`src/rtl/peripheral_mpi_wb_master.sv`:
```
`default_nettype none
// ============================================================================
// Module      : peripheral_mpi_wb_master
// Description : Wishbone classic-cycle master for the 8-bit MPI/UART slave
//               register port. Register commands are queued in a small FIFO,
//               each issues one bus cycle with a bounded ack timeout, and one
//               response (read data + error flag) is returned per command.
// Revision    : 1.0 - initial release
// ============================================================================
module peripheral_mpi_wb_master #(
  parameter int FIFO_DEPTH = 4,   // command FIFO entries, power of two, >= 2
  parameter int TIMEOUT    = 255  // max stb cycles waiting for ack, 0 = forever
) (
  input  logic       clk,
  input  logic       rst,         // asynchronous, active-low
  // command stream
  input  logic       cmd_valid_i,
  output logic       cmd_ready_o,
  input  logic       cmd_we_i,
  input  logic [2:0] cmd_adr_i,
  input  logic [7:0] cmd_dat_i,
  // response stream
  output logic       rsp_valid_o,
  input  logic       rsp_ready_i,
  output logic [7:0] rsp_dat_o,
  output logic       rsp_err_o,
  // Wishbone master port
  output logic [2:0] wb_adr_o,
  output logic [7:0] wb_dat_o,
  input  logic [7:0] wb_dat_i,
  output logic       wb_we_o,
  output logic [3:0] wb_sel_o,
  output logic       wb_stb_o,
  output logic       wb_cyc_o,
  input  logic       wb_ack_i,
  // status
  output logic       busy_o
);

  localparam int AW = $clog2(FIFO_DEPTH);
  localparam int TW = (TIMEOUT > 0) ? $clog2(TIMEOUT + 1) : 1;
  localparam logic [TW-1:0] TIMER_LAST = (TIMEOUT > 0) ? TW'(TIMEOUT - 1) : '0;
  localparam logic [TW-1:0] TIMER_MAX  = '1;

  localparam logic [1:0] S_IDLE = 2'd0;
  localparam logic [1:0] S_BUS  = 2'd1;
  localparam logic [1:0] S_RESP = 2'd2;

  // --------------------------------------------------------------------------
  // Command FIFO: {we, adr[2:0], dat[7:0]}, pointers carry one extra wrap bit
  // --------------------------------------------------------------------------
  logic [11:0] mem_q [FIFO_DEPTH];
  logic [AW:0] wr_ptr_q, wr_ptr_d;
  logic [AW:0] rd_ptr_q, rd_ptr_d;
  logic        fifo_full;
  logic        fifo_empty;
  logic        push;
  logic        pop;
  logic [11:0] fifo_head;

  // FSM and datapath registers
  logic [1:0]    state_q, state_d;
  logic [TW-1:0] timer_q, timer_d;
  logic [2:0]    adr_q, adr_d;
  logic [7:0]    dat_q, dat_d;
  logic          we_q, we_d;
  logic          cyc_q, cyc_d;
  logic [7:0]    rsp_dat_q, rsp_dat_d;
  logic          rsp_err_q, rsp_err_d;
  logic          timeout_hit;

  assign fifo_empty = (wr_ptr_q == rd_ptr_q);
  assign fifo_full  = (wr_ptr_q[AW] != rd_ptr_q[AW]) &&
                      (wr_ptr_q[AW-1:0] == rd_ptr_q[AW-1:0]);
  assign fifo_head  = mem_q[rd_ptr_q[AW-1:0]];

  // Ready is held low while in reset so nothing is accepted into a cleared FIFO
  assign cmd_ready_o = rst & ~fifo_full;
  assign push        = cmd_valid_i & cmd_ready_o;
  // The head is consumed when the FSM launches a new bus cycle
  assign pop         = (state_q == S_IDLE) & ~fifo_empty;

  // Timeout is only armed for a non-zero TIMEOUT
  assign timeout_hit = (TIMEOUT != 0) && (timer_q == TIMER_LAST);

  // Pointer next-state: a pop while full frees the slot only from next cycle
  always_comb begin
    wr_ptr_d = wr_ptr_q;
    rd_ptr_d = rd_ptr_q;
    if (push) wr_ptr_d = wr_ptr_q + 1'b1;
    if (pop)  rd_ptr_d = rd_ptr_q + 1'b1;
  end

  // FIFO storage write; contents need no reset since pointers define validity
  always_ff @(posedge clk) begin
    if (push) mem_q[wr_ptr_q[AW-1:0]] <= {cmd_we_i, cmd_adr_i, cmd_dat_i};
  end

  // FIFO pointer registers
  always_ff @(posedge clk or negedge rst) begin
    if (!rst) begin
      wr_ptr_q <= '0;
      rd_ptr_q <= '0;
    end else begin
      wr_ptr_q <= wr_ptr_d;
      rd_ptr_q <= rd_ptr_d;
    end
  end

  // --------------------------------------------------------------------------
  // Bus FSM
  // --------------------------------------------------------------------------

  // State register
  always_ff @(posedge clk or negedge rst) begin
    if (!rst) state_q <= S_IDLE;
    else      state_q <= state_d;
  end

  // Next-state: ack beats timeout, response back-pressure blocks new cycles
  always_comb begin
    state_d = state_q;
    case (state_q)
      S_IDLE: if (!fifo_empty) state_d = S_BUS;
      S_BUS:  if (wb_ack_i || timeout_hit) state_d = S_RESP;
      S_RESP: if (rsp_ready_i) state_d = S_IDLE;
      default: state_d = S_IDLE;
    endcase
  end

  // Output/datapath next values: launch, hold, and capture of bus results
  always_comb begin
    adr_d     = adr_q;
    dat_d     = dat_q;
    we_d      = we_q;
    cyc_d     = cyc_q;
    timer_d   = timer_q;
    rsp_dat_d = rsp_dat_q;
    rsp_err_d = rsp_err_q;
    case (state_q)
      S_IDLE: begin
        if (!fifo_empty) begin
          {we_d, adr_d, dat_d} = fifo_head;
          cyc_d   = 1'b1;
          timer_d = '0;
        end
      end
      S_BUS: begin
        // Saturating timer so a long wait never aliases back to zero
        if (timer_q != TIMER_MAX) timer_d = timer_q + TW'(1);
        if (wb_ack_i) begin
          rsp_dat_d = we_q ? 8'h00 : wb_dat_i;
          rsp_err_d = 1'b0;
          cyc_d     = 1'b0;
        end else if (timeout_hit) begin
          rsp_dat_d = 8'h00;
          rsp_err_d = 1'b1;
          cyc_d     = 1'b0;
        end
      end
      default: ;
    endcase
  end

  // Datapath registers driving the bus and response outputs
  always_ff @(posedge clk or negedge rst) begin
    if (!rst) begin
      adr_q     <= '0;
      dat_q     <= '0;
      we_q      <= 1'b0;
      cyc_q     <= 1'b0;
      timer_q   <= '0;
      rsp_dat_q <= '0;
      rsp_err_q <= 1'b0;
    end else begin
      adr_q     <= adr_d;
      dat_q     <= dat_d;
      we_q      <= we_d;
      cyc_q     <= cyc_d;
      timer_q   <= timer_d;
      rsp_dat_q <= rsp_dat_d;
      rsp_err_q <= rsp_err_d;
    end
  end

  assign wb_adr_o    = adr_q;
  assign wb_dat_o    = dat_q;
  assign wb_we_o     = we_q;
  assign wb_sel_o    = 4'b0001 << adr_q[1:0];
  assign wb_cyc_o    = cyc_q;
  assign wb_stb_o    = cyc_q;
  assign rsp_valid_o = (state_q == S_RESP);
  assign rsp_dat_o   = rsp_dat_q;
  assign rsp_err_o   = rsp_err_q;
  assign busy_o      = ~fifo_empty | (state_q != S_IDLE);

endmodule
`default_nettype wire

```
`config.mk`:
```
export PLATFORM = sky130hd
export DESIGN_NAME = peripheral_mpi_wb_master
export DESIGN_NICKNAME = d
export VERILOG_FILES = /design/src/rtl/peripheral_mpi_wb_master.sv
export SDC_FILE = /design/constraint.sdc
export NUM_CORES = 1
export LEC_CHECK = 0
export BUFFER_PORTS_ARGS = -buffer_cell sky130_fd_sc_hd__clkbuf_2
export CORE_MARGIN = 1.5
export CORE_UTILIZATION = 60
export CTS_CLUSTER_DIAMETER = 80
export CTS_CLUSTER_SIZE = 40
export DETAILED_ROUTE_END_ITERATION = 8
export HOLD_SLACK_MARGIN = 0.03
export PLACE_DENSITY = 0.88
export SLEW_MARGIN = 0
export SYNTH_ARGS = -nofsm -noshare
export SYNTH_HDL_FRONTEND = slang
export SYNTH_SLANG_ARGS = --single-unit
```
`constraint.sdc`:
```
create_clock -name clk -period 3.4 [get_ports clk]
set_clock_uncertainty 0.1 [all_clocks]
set_input_delay 0.85 -clock clk [delete_from_list [all_inputs] [get_ports clk]]
set_output_delay 0.85 -clock clk [all_outputs]
set_load 0.005 [all_outputs]
```
Yosys cells after proc, flatten, opt, wreduce, memory -nomap -nowiden:

Memories as Yosys holds them, arrays and structs flattened. A register that Yosys moved wholly into a read port is not among the register bits.
Index checks and enable logic that the tools add are counted.

* register bits after elaboration: 26
* bits in writable memories: 48
* bits of input ports: 25
* output and inout port bits: 30
* memories kept: 1

* add/subtract/negate cells: 3
* eq/ne operators: 12
* shifts and indexed selects: 1
* multiplexer cells: 18
* bitwise operators: 6
* reduce and logical (&&, ||, !) cells: 12

Memory list
* mem_q: depth 4, bits a word 12, read ports 1, clocked after Yosys merged registers in 1, write ports 1, line 52 `logic [11:0] mem_q [FIFO_DEPTH];`

Operators with widths (number)
* $mux 8: 5
* $pmux 8 s2: 1
* $reduce_and 3->1: 3
* $add 8x1->8 const B: 1
* $eq 8x8->1 const B: 1
* $ne 8x8->1 const B: 1
* $mux 1: 7
* $add 3x1->3 const B: 2
* $mux 2: 3
* $ne 2x2->1 const B: 3
* $pmux 2 s3: 1
* $reduce_bool 2->1: 3
* $reduce_and 2->1: 2
* $shl 1x2->4 const A: 1
* $and 1x1->1: 3
* $eq 3x3->1: 1
* $ne 3x3->1 const B: 1
* $eq 2x1->1 const B: 1
* $eq 2x2->1: 1
* $eq 2x2->1 const B: 1
* $logic_not 2->1: 1
* $ne 2x1->1 const B: 1
* $not 1->1: 2
* $pmux 1 s2: 1
* 5 further kinds: 5

Longest topological paths before layout:

* depth in word-level cells: 7
* depth in mapped cells: 6
* depth with buffers taken out: 5

Least setup slack after synthesis:

No wires, ideal clock.

* kind: register to output
* from: register rd_ptr_q[0]
* to: output busy_o
* arrival time: 1286 ps
* required time: 2450 ps
* path slack: 1164 ps
* cell stages (with the launch flop): 5
* path buffers: 1
* cell sequence: dfrtp_1 > buf_2 > xnor2_1 > nand3_1 > or3_1

* word-level cells in the longest chain between the ends: 3

RTL lines
* start: declaration: line 54 `logic [AW:0] rd_ptr_q, rd_ptr_d;`
* start signal: assignment: line 106 `rd_ptr_q <= rd_ptr_d;`
* $eq 3x3->1: line 72 `assign fifo_empty = (wr_ptr_q == rd_ptr_q);`
* $not 1->1 (no line)
* $or 1x1->1: line 195 `assign busy_o = ~fifo_empty | (state_q != S_IDLE);`
* end: declaration: line 37 `output logic busy_o`

Every way passes these cells.

Worst setup path in the final report:

* from: register rd_ptr_q[1]
* to: output busy_o

The elaborated chain is that of the path after synthesis.

==> results.md <==
- Status: complete, no violations
- Crit path launch: rd_ptr_q[1]$_DFFE_PN0P_
- Setup crit start kind: register
- Resized Gates After CTS: 0
- R2r startpoint: rd_ptr_q[1]$_DFFE_PN0P_
- Clk root buf: clkbuf_8
- CP Capture Type: primary output
- Worst path arrival time: 1990 ps
- Relative slew slack: 51.8%
- Die area: 0.00639 mm2
- Asr flop ratio synth: 44.2%
- Port-buffer cells: 54
- Hold Buf Count CTS: 0
- Syn nets: 253
- M2 GR Usage: 34.0%
- Routed len/inst: 16.2 um
- First DRT Iteration DRCs: 120
- GRT Util Overall: 20.1%
- Fin crit share: 86.4%
- Crit Path Class: reg -> out
- Slew @ Worst Pin: 722 ps
- Final Power: 0.00353 W
- Antenna violations before repair: 0
- RSZ-0062 raised after global routing: no
- CTS tree: built
- Seq/Total Area, Yosys: 67.4%
- GR peak layer: met2
- Total negative slack: 0 ps
- Logic pwr share: 33.4%
- Crit path to: busy_o
- Flop pwr share: 45.1%
- Area grow syn2layout: 15.3%
- Vias: 1994
- First-pass GRT wire length: 9.29 mm
- Final net count: 312
- Die W: 79.9 um
- Synthesized area per cell: 16.1 um2
- Clock latency on the worst-skew pair: 350 ps
- LEAKAGE: 1.68 nW
- Critical Path RT: 2450 ps
- Final worst slack: 463 ps
- Worst Path Max Fanout: 15
- Die Span Y: 79.9 um
- Post-CTS Setup Inserts: 0
- Library cells used by synthesis: 35
- Post-route minimum period: 2940 ps
- Vias in the first global route: 1923
- Worst hold-check path type: in -> async
- IO Pins: 55
- Share of cells above drive strength 1: 34.7%
- CTS Buf Count: 9
- Achievable Freq: 340 MHz
- Power Internal: 0.00242 W
- EDFF count, synth: 48
- Sink Count: 86
- Overflow after GRT: 0
- Register bit total from synthesis: 86
- Critical path, cell by cell: xnor2_1 -> nand3_1 -> or3_1 -> clkbuf_2
- Synth warn: 0
- Primary FF master, synth: edfxtp_1
- Worst-path clk slew: 80 ps
- DP HPWL: 3.93 mm
- # H-tree levels: 3
- Hold_ws: 241 ps
- Max VDD drop: 0.383 mV
- Initial Utilization: 63.3%
- Max stage delay on crit path: 630 ps
- Routing usage on met3: 4.11%
- Placeable Area: 0.00561 mm2
- Rows: 27
- NetSw: 0.00111 W
- Cell Area, Synth: 0.00355 mm2
- Reg2reg setup slack: 950 ps
- Initial DRT Pass Iterations: 4
- Met1 track demand over resource: 24.8%
- Leading cell type in the layout, fill and taps excluded: clkbuf_2
- FF-to-FF End: mem_q[0][1]$_DFFE_PP_
- Pins over their slew limit: 0
- Critical path's slowest cell: dfrtp_1
- Clock power frac: 21.5%
- DP Worst Slack: 822 ps
- Post-synthesis cell count: 221
- Setup-failing EPs final: 0
- Switching share of power: 31.5%
- Max Cap Viol: 0
- Worst reg-to-reg path cell count: 4
- Hold Violations, Final: 0
- Commonest non-fill, non-tap cells in the layout: clkbuf_2, edfxtp_1, dfrtp_1, mux2_2, inv_1
- Largest net degree at the start of global routing: 34
- Pwr Density: 863 mW/mm2
- # DRC: 0
- Drt via density: 5.59
- Routability cong.: 0.765
- Antenna cell count: 0
- Routed Antenna Nets: 0
- Clock buffer depth: 2
- Total Wirelength: 5.78 mm
==> power by group through the flow <==
| stage | clock, W | combinational, W | sequential (W) |
|---|---|---|---|
| after floorplan | 0 | 0.000905 | 0.00156 |
| after global placement | 0 | 0.00115 | 0.00160 |
| after detailed placement | 0 | 0.00120 | 0.00161 |
| after CTS | 0.000776 | 0.00120 | 0.00159 |
| after global routing | 0.000816 | 0.00131 | 0.00163 |
| final | 0.000759 | 0.00118 | 0.00159 |
==> routing by layer <==
| metal | vias to the layer above | routed length [um] |
|---|---|---|
| met4 | 0 | 115 |
| met1 | 976 | 2460 |
| li1 | 945 | - |
| met3 | 13 | 262 |
| met5 | - | 0 |
| met2 | 60 | 2940 |
==> critical path: cells and delay by family, from the launching register on <==
kind,cells,cell delay [ps]
buf+inv,1,120
flops,1,630
simple gates,2,460
xor+xnor,1,450
==> layout make-up <==
type                            instances  area, um2
Clock buffer                           10        128
Clock inverter                          6       86.3
Fill cell                             355       1520
Inverter                               13       48.8
Multi-Input combinational cell        113       1050
Sequential cell                        86       2390
Tap cell                               72       90.1
Timing Repair Buffer                   57        293
==> worst min path at each step <==
| stage | startpoint | endpoint | slack [ps] |
|---|---|---|---|
| after floorplan | timer_q[7]$_DFFE_PN0P_ | timer_q[7]$_DFFE_PN0P_ | 340 |
| after global placement | timer_q[7]$_DFFE_PN0P_ | timer_q[7]$_DFFE_PN0P_ | 370 |
| after detailed placement | timer_q[7]$_DFFE_PN0P_ | timer_q[7]$_DFFE_PN0P_ | 380 |
| after CTS | rst | wr_ptr_q[2]$_DFFE_PN0N_ | 240 |
| after global routing | rst | wr_ptr_q[2]$_DFFE_PN0N_ | 240 |
| final | rst | wr_ptr_q[2]$_DFFE_PN0N_ | 240 |
==> stage by stage <==
| stage | util (%) | instance area (um2) | std cells |
|---|---|---|---|
| after CTS | 73.0 | 4090 | 357 |
| final | 73.0 | 4090 | 357 |
| after floorplan | - | 3550 | 221 |
| after global routing | 73.0 | 4090 | 357 |
| after global placement | 69.1 | 3880 | 341 |
| after detailed placement | 69.1 | 3880 | 341 |
==> synthesized netlist by cell type (5+ instances only) <==
library cell / n / area, um2
dfrtp_1: 38 / 951
edfxtp_1: 48 / 1440
ha_1: 7 / 87.6
inv_1: 13 / 48.8
mux2_2: 14 / 158
mux4_2: 12 / 270
nand2_1: 5 / 18.8
nand3_1: 5 / 25.0
nand4b_1: 8 / 70.1
nor2_1: 10 / 37.5
o21ai_0: 10 / 50.1
xnor2_1: 7 / 61.3
==> sequential cells by signal, indices dropped and copies added (netlist names) <==
signal and flops:
wb_cyc_o 1, wb_we_o 1, wr_ptr_q 3, wb_adr_o 3, wb_dat_o 8, mem_q 48
rsp_err_o 1, rsp_dat_o 8, state_q 2, timer_q 8, rd_ptr_q 3
==> cell families after synthesis <==
group           count (synthesis)  share of synthesized area (%)
compound gates                 24                           5.08
xor+xnor                        9                           2.22
fa+ha+maj                       7                           2.47
buf+inv                        22                           2.93
flops                          86                           67.4
mux                            27                           12.3
simple gates                   46                           7.58
No activity file was read; power rests on OpenSTA's default activity.
